## src/rtl/mult_sched_pkg.sv

```systemverilog
// mult_sched_pkg: shared types and sizing helpers for the shared multiplier
// scheduler.
//   state_e  : scheduler FSM states
//   *_DEF    : default operand widths / requester count
//   id_w()   : width of a requester index (at least 1 bit)
package mult_sched_pkg;

  typedef enum logic [1:0] {
    IDLE = 2'd0,
    RUN  = 2'd1,
    DONE = 2'd2
  } state_e;

  localparam int N_DEF    = 8;
  localparam int M_DEF    = 8;
  localparam int NREQ_DEF = 4;

  function automatic int id_w(input int n);
    return (n < 2) ? 1 : $clog2(n);
  endfunction

  localparam int ID_W_DEF = id_w(NREQ_DEF);

endpackage

```

## src/rtl/mult_shift_add_core.sv

```systemverilog
// mult_shift_add_core: iterative unsigned shift-add multiplier, one bit of b
// per clock.
//   clk, reset  : clock, async active-low reset
//   load        : latch a/b and start a new product (ignored state is lost)
//   a, b        : operands (N and M bits)
//   done        : high from the edge the last iteration completes until the
//                 next load
//   product     : accumulator, valid while done is high
// Build option: MULT_SCHED_EARLY_TERM_EN stops iterating as soon as the
// remaining multiplier bits are all zero (minimum one iteration).
module mult_shift_add_core #(
  parameter int N = 8,
  parameter int M = 8
) (
  input  logic             clk,
  input  logic             reset,
  input  logic             load,
  input  logic [N-1:0]     a,
  input  logic [M-1:0]     b,
  output logic             done,
  output logic [N+M-1:0]   product
);

  localparam int CW = $clog2(M + 1);

  logic [N+M-1:0] acc_q, acc_d, a_sh_q, a_sh_d;
  logic [M-1:0]   b_sh_q, b_sh_d;
  logic [CW-1:0]  cnt_q, cnt_d;
  logic           run_q, run_d, done_q, done_d;
  logic           last;

  always_comb begin
    acc_d  = acc_q;
    a_sh_d = a_sh_q;
    b_sh_d = b_sh_q;
    cnt_d  = cnt_q;
    run_d  = run_q;
    done_d = done_q;
    last   = 1'b0;
    if (load) begin
      acc_d  = '0;
      a_sh_d = {{M{1'b0}}, a};
      b_sh_d = b;
      cnt_d  = CW'(M);
      run_d  = 1'b1;
      done_d = 1'b0;
    end else if (run_q) begin
      if (b_sh_q[0]) acc_d = acc_q + a_sh_q;
      a_sh_d = a_sh_q << 1;
      b_sh_d = b_sh_q >> 1;
      cnt_d  = cnt_q - CW'(1);
`ifdef MULT_SCHED_EARLY_TERM_EN
      // nothing left to add once the shifted multiplier is empty
      last   = (cnt_q == CW'(1)) || (b_sh_d == '0);
`else
      last   = (cnt_q == CW'(1));
`endif
      run_d  = ~last;
      done_d = last;
    end
  end

  always_ff @(posedge clk or negedge reset) begin
    if (!reset) begin
      acc_q  <= '0;
      a_sh_q <= '0;
      b_sh_q <= '0;
      cnt_q  <= '0;
      run_q  <= 1'b0;
      done_q <= 1'b0;
    end else begin
      acc_q  <= acc_d;
      a_sh_q <= a_sh_d;
      b_sh_q <= b_sh_d;
      cnt_q  <= cnt_d;
      run_q  <= run_d;
      done_q <= done_d;
    end
  end

  assign done    = done_q;
  assign product = acc_q;

endmodule

```

## src/rtl/mult_share_sched.sv

```systemverilog
// mult_share_sched: round-robin scheduler sharing one shift-add multiplier
// between NREQ requesters, one job in flight.
//   clk, reset          : clock, async active-low reset
//   req_valid/req_ready : per-requester job handshake (ready one-hot, IDLE only)
//   req_a, req_b        : packed operands, slice i belongs to requester i
//   rsp_valid/rsp_ready : per-requester result handshake (valid one-hot)
//   rsp_data            : N+M bit unsigned product, held while rsp_valid
//   busy                : FSM not in IDLE
//   grant_id            : index of the current or most recent grant
// Build option: MULT_SCHED_EARLY_TERM_EN (see mult_shift_add_core).
module mult_share_sched
  import mult_sched_pkg::*;
#(
  parameter  int N    = N_DEF,
  parameter  int M    = M_DEF,
  parameter  int NREQ = NREQ_DEF,
  localparam int ID_W = id_w(NREQ)
) (
  input  logic                clk,
  input  logic                reset,
  input  logic [NREQ-1:0]     req_valid,
  output logic [NREQ-1:0]     req_ready,
  input  logic [NREQ*N-1:0]   req_a,
  input  logic [NREQ*M-1:0]   req_b,
  output logic [NREQ-1:0]     rsp_valid,
  input  logic [NREQ-1:0]     rsp_ready,
  output logic [N+M-1:0]      rsp_data,
  output logic                busy,
  output logic [ID_W-1:0]     grant_id
);

  state_e            state_q, state_d;
  logic [ID_W-1:0]   rr_ptr_q, rr_ptr_d, gid_q, gid_d;
  logic [NREQ-1:0]   rsp_valid_q, rsp_valid_d;
  logic [N+M-1:0]    rsp_data_q, rsp_data_d;

  logic              found;
  logic [ID_W-1:0]   win;
  logic              load;
  logic              core_done;
  logic [N+M-1:0]    product;
  logic [N-1:0]      a_sel;
  logic [M-1:0]      b_sel;

  // first valid requester starting at rr_ptr, wrapping modulo NREQ
  always_comb begin
    found = 1'b0;
    win   = '0;
    for (int k = 0; k < NREQ; k++) begin
      if (!found && req_valid[(int'(rr_ptr_q) + k) % NREQ]) begin
        found = 1'b1;
        win   = ID_W'((int'(rr_ptr_q) + k) % NREQ);
      end
    end
  end

  assign a_sel = req_a[int'(win)*N +: N];
  assign b_sel = req_b[int'(win)*M +: M];

  // gated by reset so ready is low immediately while reset is held
  assign load      = (state_q == IDLE) && found && reset;
  assign req_ready = load ? (NREQ'(1) << win) : '0;

  mult_shift_add_core #(.N(N), .M(M)) u_core (
    .clk     (clk),
    .reset   (reset),
    .load    (load),
    .a       (a_sel),
    .b       (b_sel),
    .done    (core_done),
    .product (product)
  );

  always_comb begin
    state_d     = state_q;
    rr_ptr_d    = rr_ptr_q;
    gid_d       = gid_q;
    rsp_valid_d = rsp_valid_q;
    rsp_data_d  = rsp_data_q;
    case (state_q)
      IDLE: begin
        if (found) begin
          gid_d   = win;
          state_d = RUN;
        end
      end
      RUN: begin
        if (core_done) begin
          state_d     = DONE;
          rsp_valid_d = NREQ'(1) << gid_q;
          rsp_data_d  = product;
        end
      end
      DONE: begin
        // only the granted requester's ready bit matters
        if (rsp_ready[gid_q]) begin
          state_d     = IDLE;
          rsp_valid_d = '0;
          // pointer moves past the served requester only on completion
          rr_ptr_d    = (gid_q == ID_W'(NREQ - 1)) ? '0 : gid_q + ID_W'(1);
        end
      end
      default: state_d = IDLE;
    endcase
  end

  always_ff @(posedge clk or negedge reset) begin
    if (!reset) begin
      state_q     <= IDLE;
      rr_ptr_q    <= '0;
      gid_q       <= '0;
      rsp_valid_q <= '0;
      rsp_data_q  <= '0;
    end else begin
      state_q     <= state_d;
      rr_ptr_q    <= rr_ptr_d;
      gid_q       <= gid_d;
      rsp_valid_q <= rsp_valid_d;
      rsp_data_q  <= rsp_data_d;
    end
  end

  assign rsp_valid = rsp_valid_q;
  assign rsp_data  = rsp_data_q;
  assign busy      = (state_q != IDLE);
  assign grant_id  = gid_q;

endmodule

```

## config.mk

```make
export PLATFORM = sky130hd
export DESIGN_NAME = mult_share_sched
export DESIGN_NICKNAME = d
export VERILOG_FILES = /design/src/rtl/mult_sched_pkg.sv /design/src/rtl/mult_shift_add_core.sv /design/src/rtl/mult_share_sched.sv
export SDC_FILE = /design/constraint.sdc
export NUM_CORES = 1
export LEC_CHECK = 0
export ABC_AREA = 1
export ABC_CLOCK_PERIOD_IN_PS = 2500
export CELL_PAD_IN_SITES_DETAIL_PLACEMENT = 2
export CELL_PAD_IN_SITES_GLOBAL_PLACEMENT = 2
export CORE_MARGIN = 4
export CORE_UTILIZATION = 29
export CTS_CLUSTER_DIAMETER = 120
export CTS_CLUSTER_SIZE = 40
export DETAILED_ROUTE_END_ITERATION = 7
export PLACE_DENSITY = 0.93
export RECOVER_POWER = 50
export SLEW_MARGIN = 0
export SYNTH_ARGS = -nofsm -noshare
export SYNTH_HDL_FRONTEND = slang
export SYNTH_SLANG_ARGS = --single-unit
export TNS_END_PERCENT = 100
```

## constraint.sdc

```tcl
create_clock -name clk -period 2.5 [get_ports clk]
set_input_delay 0.625 -clock clk [delete_from_list [all_inputs] [get_ports clk]]
set_output_delay 0.625 -clock clk [all_outputs]
set_load 0.01 [all_outputs]
```

==> results_dict.tcl, run 1 <==
set metrics [dict create \
    run_status "complete, but fails checks" \
    violations "max-capacitance violations, max-slew violations, negative setup slack" \
    switchingPower_mw 4.63 \
    nets 895 \
    n_fill_cell 1935 \
    synth-seq-cells 72 \
    die-area_sq_um 18900 \
    power_density_nw_per_um2 1400 \
    timing.final.ws_setup_ns -0.255 \
    ctsHoldBuffers 0 \
    crit_required_ns 1.88 \
    rsz0062_at_grt "true" \
    synth-seq-area-share_pct 37.0 \
    grt_pass1_wl_um 28500 \
    core_sq_um 16500 \
    place_hpwl_um 12600 \
    hp-class "register to register" \
    rows 47 \
    cts_buffers 9 \
    dp.cells 999 \
    die-width_um 138 \
    io_pins 101 \
    slew_viol_final 73 \
    p_sw_share_pct 49.7 \
    fin_worst_skew_ns 0.0119 \
    path_class "register to primary output" \
    yosysMostFrequentCell "nand2_1" \
    cts.path.max_buffers 2 \
    first_iter_violations 209 \
    place_area_sq_um 6150 \
    p_int_mw 4.68 \
    fin_util_pct 40.1 \
    clkSinkCount 72 \
    drv_cap 1 \
    seqPwrFrac_pct 22.1 \
    synth_flop_cell "dfrtp_1" \
    final-setup-viol-count 4 \
    clkLatencyLatePin_ns 0.35 \
    synthTopCellsByArea "dfrtp_1 (37%), nand2_1 (20%), inv_1 (6.1%)" \
    period_needed_ns 2.75 \
    multi_input_area_sq_um 2650 \
    combPwrFrac_pct 62.3 \
    worstMarginPinSlew_ns 1.80 \
    io_buffers 100 \
    fin_hold_ws_ns 0.483 \
    synth.net_count 786 \
    hold_viol_final 0 \
    drc_errors 0 \
    drive_gt1_share_pct 11.9 \
    die_y_um 138 \
    antenna_left 0 \
    syn_to_final_growth_pct 35.9 \
    gp_congestion 0.812 \
    wl_um 18800 \
    fmax_mhz 363 \
    ys_warn_count 0 \
    yosys-top-cells-count "nand2_1 (262), inv_1 (79), dfrtp_1 (72), nand3_1 (40)" \
    synthDistinctLibCells 36 \
    synth-async-reset-ratio_pct 100 \
    worstPathArrival_ns 2.13 \
    worst_slew_margin_rel_pct -20.1 \
    netlist.area_leader.share_pct 37.0 \
    synth_top_area_cell "dfrtp_1" \
    pwr-share-clk_pct 15.6 \
    grt_pass1_vias 5507 \
    regArea_sq_um 1810 \
    grt_max_degree 73 \
    antennaDiodeCount 0 \
    via_count 5099 \
    fin_cells 1024 \
    start_util_pct 29.5 \
    cts_tree "done" \
    worstPathMaxFanout 9 \
    wl_per_cell_um 18.3 \
    synth_area_per_cell_sq_um 7.06 \
    cts_root_buf "clkbuf_16" \
    clk_pin_slew_ns 0.06 \
    power.leakage_nw 3.34 \
    setup.worst_path.end_class "primary output" \
    grt_usage_pct 19.0 \
    vias_per_cell 4.98 \
    fin_area_sq_um 6620 \
    grt_antenna_before_repair 0 \
    htree_levels 3 \
    detail_route.first_pass.iterations 4 \
    globalRoute.totalOverflow 0 \
    netlist_area_sq_um 4870 \
    synth_cells 690 \
    synth_edf_count 0 \
    start_kind "register" \
    vdd_ir_drop_max_mv 0.507 \
    dp_worst_setup_slack_ns -0.907 \
    post-route-period-util_pct 110 \
]
area by class of cell:
class / instances / share of cell area [%]
clock inverters: 4 / 1.15
flip-flops and latches: 72 / 27.3
clock buffers: 12 / 3.87
inverters: 85 / 4.93
multi-input cells: 502 / 40.0
repair buffers: 129 / 18.7
well taps: 220 / 4.16
power groups by stage:
stage	clock network (mW)	logic [mW]	registers (mW)
after detailed placement	0	5.30	2.04
after global routing	1.55	6.50	2.11
final	1.45	5.80	2.05
after global placement	0	5.04	1.99
after floorplan	0	3.64	1.94
after CTS	1.47	5.52	2.03
per-layer routing:
| layer | routed length [um] | GRT usage (%) | vias to the layer above |
|---|---|---|---|
| li1 | - | - | 2445 |
| met3 | 985 | 5.04 | 21 |
| met2 | 9720 | 33.8 | 119 |
| met5 | 0 | 0 | - |
| met4 | 269 | 5.10 | 0 |
| met1 | 7780 | 22.5 | 2514 |
registers in the layout, summed over array words and instances, names as in the netlist:
| name | count |
|---|---|
| u_core.b_sh_q | 8 |
| rsp_valid | 4 |
| u_core.cnt_q | 4 |
| u_core.a_sh_q | 16 |
| u_core.product | 16 |
| u_core.run_q | 1 |
| state_q | 2 |
| rsp_data | 16 |
| u_core.done | 1 |
| grant_id | 2 |
| rr_ptr_q | 2 |
what timing repair did:
action | in CTS | in global routing
hold endpoints to repair | 0 | 0
buffers inserted | 4 | 5
resized for setup | 32 | 17
pin swaps | 11 | 11
gates cloned | 0 | 1
setup endpoints to repair | 12 | 17
per-stage QoR:
step,TNS [ns],power [mW]
final,-0.881,9.31
after global routing,-3.70,10.2
after CTS,-0.829,9.02
after detailed placement,-16.02,7.34
after global placement,-11.11,7.03
after floorplan,0,5.58
critical path: stages, from the launching register on:
cell,delay (ns)
dfrtp_2,0.45
buf_12,0.15
inv_8,0.08
nand2_2,0.08
nand3_1,0.11
nand2_2,0.10
nand2_2,0.10
nand2_2,0.06
nand2_2,0.10
nand3_4,0.11
buf_4,0.15
nor3_2,0.15
buf_2,0.15
path summary, 6_finish.rpt:
check,from,to,slack [ns],cells after the start
min,rsp_data[0],rsp_data[0],0.48,2
max in group asynchronous,reset,rr_ptr_q[1],0.32,2
max,rr_ptr_q[0],req_ready[1],-0.25,12
min in group asynchronous,reset,rsp_data[1],1.01,2
max reg2reg,state_q[0],rsp_valid[1],0.07,5
min reg2reg,rsp_data[0],rsp_data[0],0.48,2
cells by family after synthesis:
family          synth area share, %
fa+ha+maj                      5.80
buf+inv                        10.4
flops                          37.0
simple gates                   34.4
compound gates                 9.99
xor+xnor                       2.52
placed cells by master (no fill, tap or decap), types with 4 or more instances in the layout:
cell type	instances
nand4_1	38
clkdlybuf4s50_1	91
nor2_1	14
xor2_1	10
buf_4	23
inv_1	76
inv_2	8
buf_2	5
nand2_1	250
nand3_4	5
xnor2_1	4
dfrtp_1	69
nand3_1	38
nand2_2	22
a21boi_1	7
clkbuf_16	10
o22ai_1	13
dlygate4sd2_1	4
o21ai_0	38
a21oi_1	19
ha_1	21
(Power assumes the default switching activity.)
==> run 2, diff against run 1 <==
CAP_MARGIN = 30   (was not set)
==> run 2 against run 1 <==
  * The flow still finishes with violations (max-capacitance violations, max-slew violations, negative setup slack)
  * Utilization barely moved
  * Clock skew about the same
  * Non-clock buffer count up 1
  * Final area is 0.11% higher
  * Count of clock-buffer cells in the layout stayed put
  * First-iteration DRC count down 3.8%
  * Via count up 0.14%
  * Clock power about the same
  * Global-route usage is the same
  * Sequential power barely moved
  * Sequential share of layout area hardly changed
  * Total power increased by 0.12%
  * Critical path type unchanged
  * Critical endpoint unchanged
  * Largest cell class unchanged
==> results_dict.tcl, run 2 (synthesis results as in run 1) <==
set metrics [dict create \
    cts.path.max_buffers 2 \
    whs_endpoint "rsp_data[0]" \
    dp_worst_setup_slack_ns -0.907 \
    crit_required_ns 1.88 \
    rows 47 \
    cp_top_family "simple AND/OR/NAND/NOR gates" \
    cp_num_buf_inv 4 \
    drv_cap 1 \
    io_buffers 100 \
    first_iter_violations 201 \
    vias_per_cell 4.98 \
    grt_usage_pct 19.0 \
    timing.final.ws_setup_ns -0.252 \
    power.leakage_nw 3.35 \
    hold_depth 2 \
    core_sq_um 16500 \
    htree_levels 3 \
    met3_usage_pct 5.04 \
    fin_util_pct 40.1 \
    via_count 5106 \
    period_needed_ns 2.75 \
    grt_pass1_vias 5507 \
    p_total_mw 9.32 \
    tns_ns -0.883 \
    die_y_um 138 \
    vdd_ir_drop_max_mv 0.507 \
    nets 896 \
    rsz0062_at_grt "true" \
    syn_to_final_growth_pct 36.1 \
    fin_area_sq_um 6630 \
    clkLatencyLatePin_ns 0.35 \
    detail_route.first_pass.iterations 4 \
    grt_max_degree 73 \
    met1_usage_pct 22.5 \
    cts_buffers 9 \
    antennaDiodeCount 0 \
    grt_pass1_wl_um 28500 \
    hp-start "rsp_data[0]" \
    worstMarginPinSlew_ns 1.60 \
    hold_viol_final 0 \
    fmax_mhz 363 \
    wl_um 18800 \
    post-route-period-util_pct 110 \
    drive_gt1_share_pct 12.0 \
    hp-class "register to register" \
    setup.worst_path.end_class "primary output" \
    worstPathArrival_ns 2.13 \
    fin_hold_ws_ns 0.483 \
    wl_per_cell_um 18.3 \
    clkSinkCount 72 \
    start_kind "register" \
    rr_worst_depth 17 \
    violations "max-capacitance violations, max-slew violations, negative setup slack" \
    cp_slowest_cell "dfrtp_2" \
    power_density_nw_per_um2 1400 \
    run_status "complete, but fails checks" \
    cp.depth 12 \
    final-setup-viol-count 4 \
    antenna_left 0 \
    cp_cell_sequence "buf_12 > inv_8 > nand2_2 > nand3_1 > nand2_2 > nand2_2 > nand2_2 > nand2_2 > nand3_4 > buf_4 > nor3_2 > buf_2" \
    io_pins 101 \
    r2r-end "u_core.a_sh_q[1]" \
    cts_tree "done" \
    slew_viol_final 73 \
    final_common_cell "nand2_1" \
    place_area_sq_um 6150 \
    place_hpwl_um 12600 \
    gp_congestion 0.812 \
    path_class "register to primary output" \
    busiest_layer "met2" \
    n_fill_cell 1935 \
    layout.cells.most_common_list "nand2_1 (250), clkdlybuf4s50_1 (91), inv_1 (76), dfrtp_1 (69)" \
    cts_root_buf "clkbuf_16" \
    worst_slew_margin_rel_pct -6.50 \
    clk_pin_slew_ns 0.06 \
    grt_antenna_before_repair 0 \
    worstPathMaxFanout 9 \
    fin_cells 1025 \
    die-area_sq_um 18900 \
    crit_top_cell "nand2_2" \
    start_util_pct 29.5 \
    die-width_um 138 \
    dp.cells 999 \
    rrSetupSlack_ns 0.06 \
    drc_errors 0 \
    globalRoute.totalOverflow 0 \
    fin_worst_skew_ns 0.0121 \
    use_met2_pct 33.8 \
    worstReg2RegStart "rr_ptr_q[0]" \
    cp_slowest_stage_delay_ns 0.45 \
]
run 2: changes by cell type in the layout (fill, tap and decap cells not counted), sizes merged:
cell,before,now
clkbuf,15,16
run 2: worst max-delay path by stage:
stage               slack (ns)    startpoint            to
floorplan                0.006  req_valid[3]  req_ready[2]
global placement         -0.78  req_valid[3]  req_ready[2]
detailed placement       -0.91  req_valid[3]  req_ready[2]
CTS                      -0.23   rr_ptr_q[0]  req_ready[2]
global route             -0.39  req_valid[3]  req_ready[1]
finish                   -0.25   rr_ptr_q[0]  req_ready[1]
run 2: worst min-delay path, stage by stage (launching register included):
cell and delay [ns]:
dfrtp_1 0.34, nand2_1 0.05, o21ai_0 0.06
run 2: area by class of cell:
| class | count | area, sq um | area share [%] |
|---|---|---|---|
| Timing Repair Buffer | 130 | 1240 | 18.8 |
| Multi-Input combinational cell | 502 | 2650 | 39.9 |
| Tap cell | 220 | 275 | 4.15 |
| Inverter | 85 | 327 | 4.92 |
| Clock buffer | 12 | 256 | 3.87 |
| Sequential cell | 72 | 1810 | 27.2 |
| Clock inverter | 4 | 76.3 | 1.15 |
run 2: where the power goes:
part | switching (mW) | internal [mW]
Combinational | 3.69 | 2.12
Sequential | 0.424 | 1.63
Clock | 0.524 | 0.931
Total | 4.64 | 4.68
run 2: routing by layer:
| metal | up-vias | share of wire (%) |
|---|---|---|
| met5 | - | 0 |
| met4 | 0 | 1.5 |
| met3 | 21 | 5.5 |
| met2 | 126 | 52 |
| met1 | 2511 | 41 |
| li1 | 2448 | - |
run 2: repair_timing:
item	4_1_cts	5_1_grt
resized for setup	32	17
endpoints found under the setup margin	12	17
pin swaps	11	11
buffers inserted	4	5
cloned	0	1
hold buffers	0	0
==> run 3, diff against run 2 <==
CORE_MARGIN = not set   (was 4)
HOLD_SLACK_MARGIN = 0.1   (was not set)
==> run 3 against run 2 <==
  * Critical endpoint is now req_ready[0]
  * Largest power group unchanged
  * Register-to-register slack got worse by 0.14 ns
  * Final area rose by 2.8%
  * Count of clock-buffer cells in the layout is 2 lower
  * Clock power increased by 8%
  * The run ends with negative setup slack left
==> results_dict.tcl, run 3 (synthesis results as in run 1) <==
set metrics [dict create \
    p_total_mw 9.94 \
    slew_viol_final 0 \
    antennaDiodeCount 0 \
    power.leakage_nw 3.45 \
    setup.worst_path.end_class "primary output" \
    cts.path.max_buffers 2 \
    antenna_left 0 \
    period_needed_ns 2.85 \
    die-area_sq_um 17300 \
    drc_errors 0 \
    ctsHoldBuffers 0 \
    worstPathArrival_ns 2.22 \
    grt_usage_pct 21.3 \
    core_sq_um 16500 \
    hold_viol_final 0 \
    fin_util_pct 41.4 \
    run_status "complete, but fails checks" \
    htree_levels 3 \
    io_pins 101 \
    crit_required_ns 1.88 \
    start_kind "input port" \
    syn_to_final_growth_pct 39.9 \
    final-setup-viol-count 25 \
    rsz0062_at_grt "true" \
    nets 901 \
    final_common_cell "nand2_1" \
    timing.final.ws_setup_ns -0.345 \
    cts_buffers 9 \
    path_class "input port to primary output" \
    globalRoute.totalOverflow 0 \
    violations "negative setup slack" \
    io_buffers 100 \
    wl_per_cell_um 19.2 \
    wl_um 19800 \
    die-width_um 132 \
    post-route-period-util_pct 114 \
    vdd_ir_drop_max_mv 0.530 \
    fmax_mhz 351 \
    worst_slew_margin_rel_pct 12.1 \
    hp-class "register to register" \
    grt_pass1_vias 5800 \
    grt_pass1_wl_um 29300 \
    rows 47 \
    layout.cells.most_common_list "nand2_1 (246), clkdlybuf4s50_1 (91), inv_1 (74), dfrtp_1 (70)" \
    cts_root_buf "clkbuf_16" \
    die_y_um 132 \
    worstPathMaxFanout 4 \
    start_util_pct 29.6 \
    fin_worst_skew_ns 0.0138 \
    worstMarginPinSlew_ns 1.32 \
    power_density_nw_per_um2 1460 \
    drv_cap 0 \
    place_hpwl_um 12900 \
    cts_tree "done" \
    gp_congestion 0.789 \
    clk_pin_slew_ns 0.06 \
    vias_per_cell 5.05 \
    drive_gt1_share_pct 13.8 \
    grt_max_degree 73 \
    via_count 5203 \
    grt_antenna_before_repair 0 \
    first_iter_violations 174 \
    clkLatencyLatePin_ns 0.35 \
    detail_route.first_pass.iterations 4 \
    clkSinkCount 72 \
]
==> run 3: area by class of cell <==
class                   instances  area [sq um]
fillers                      1903          9650
multi-input cells             502          2740
flip-flops and latches         72          1800
repair buffers                135          1300
inverters                      85           343
well taps                     220           275
clock buffers                  10           239
clock inverters                 6           115
==> run 3: repair_timing <==
action | in CTS | in global routing
endpoints found under the setup margin | 41 | 38
gates cloned | 0 | 1
hold endpoints to repair | 0 | 0
gates resized for setup | 41 | 38
setup buffers | 8 | 4
pin swaps | 13 | 10
==> run 3: critical path: stages <==
cell and delay [ns]:
dlygate4sd2_1 0.30, inv_2 0.11, nand2_4 0.07, nand3_4 0.10, nand2_4 0.07, nor2_4 0.16
buf_6 0.12, nand4_1 0.13, nand2_4 0.17, inv_4 0.06, nor3_2 0.16, buf_2 0.15
==> run 3: through the flow <==
step	cells	hold slack (ns)	TNS, ns	instance area, sq um	worst slack [ns]
2_1_floorplan	690	0.329	0	4870	0.00573
3_3_place_gp	1003	0.464	-11.55	6200	-0.823
3_5_place_dp	1003	0.477	-20.12	6200	-0.990
4_1_cts	1027	0.491	-1.07	6650	-0.297
5_1_grt	1030	0.534	-7.55	6820	-0.453
6_report	1030	0.487	-2.08	6820	-0.345
==> run 3: final timing paths <==
check,slack [ns],from,cells past startpoint,to
setup / recovery,-0.35,req_valid[3],12,req_ready[0]
setup reg to reg,-0.08,rr_ptr_q[0],15,u_core.a_sh_q[7]
hold / removal,0.49,rsp_data[3],2,rsp_data[3]
hold reg to reg,0.49,rsp_data[3],2,rsp_data[3]
min in group asynchronous,0.59,reset,2,rsp_data[3]
max in group asynchronous,1.27,reset,2,rr_ptr_q[0]
==> run 3: report_power, final <==
part           total, mW  switching [mW]  leakage (nW)  internal, mW
sequential          2.05           0.421         0.949          1.63
combinational       6.33            4.03          2.33          2.31
clock               1.56           0.547         0.169          1.01
==> run 3: metal layers <==
layer	up-vias	global-route usage (%)	routed length, um	share of wire (%)
li1	2461	-	-	-
met1	2564	23.4	7950	40
met2	136	39.5	10400	52
met3	42	4.44	808	4.1
met4	0	8.27	701	3.5
met5	-	0	0	0
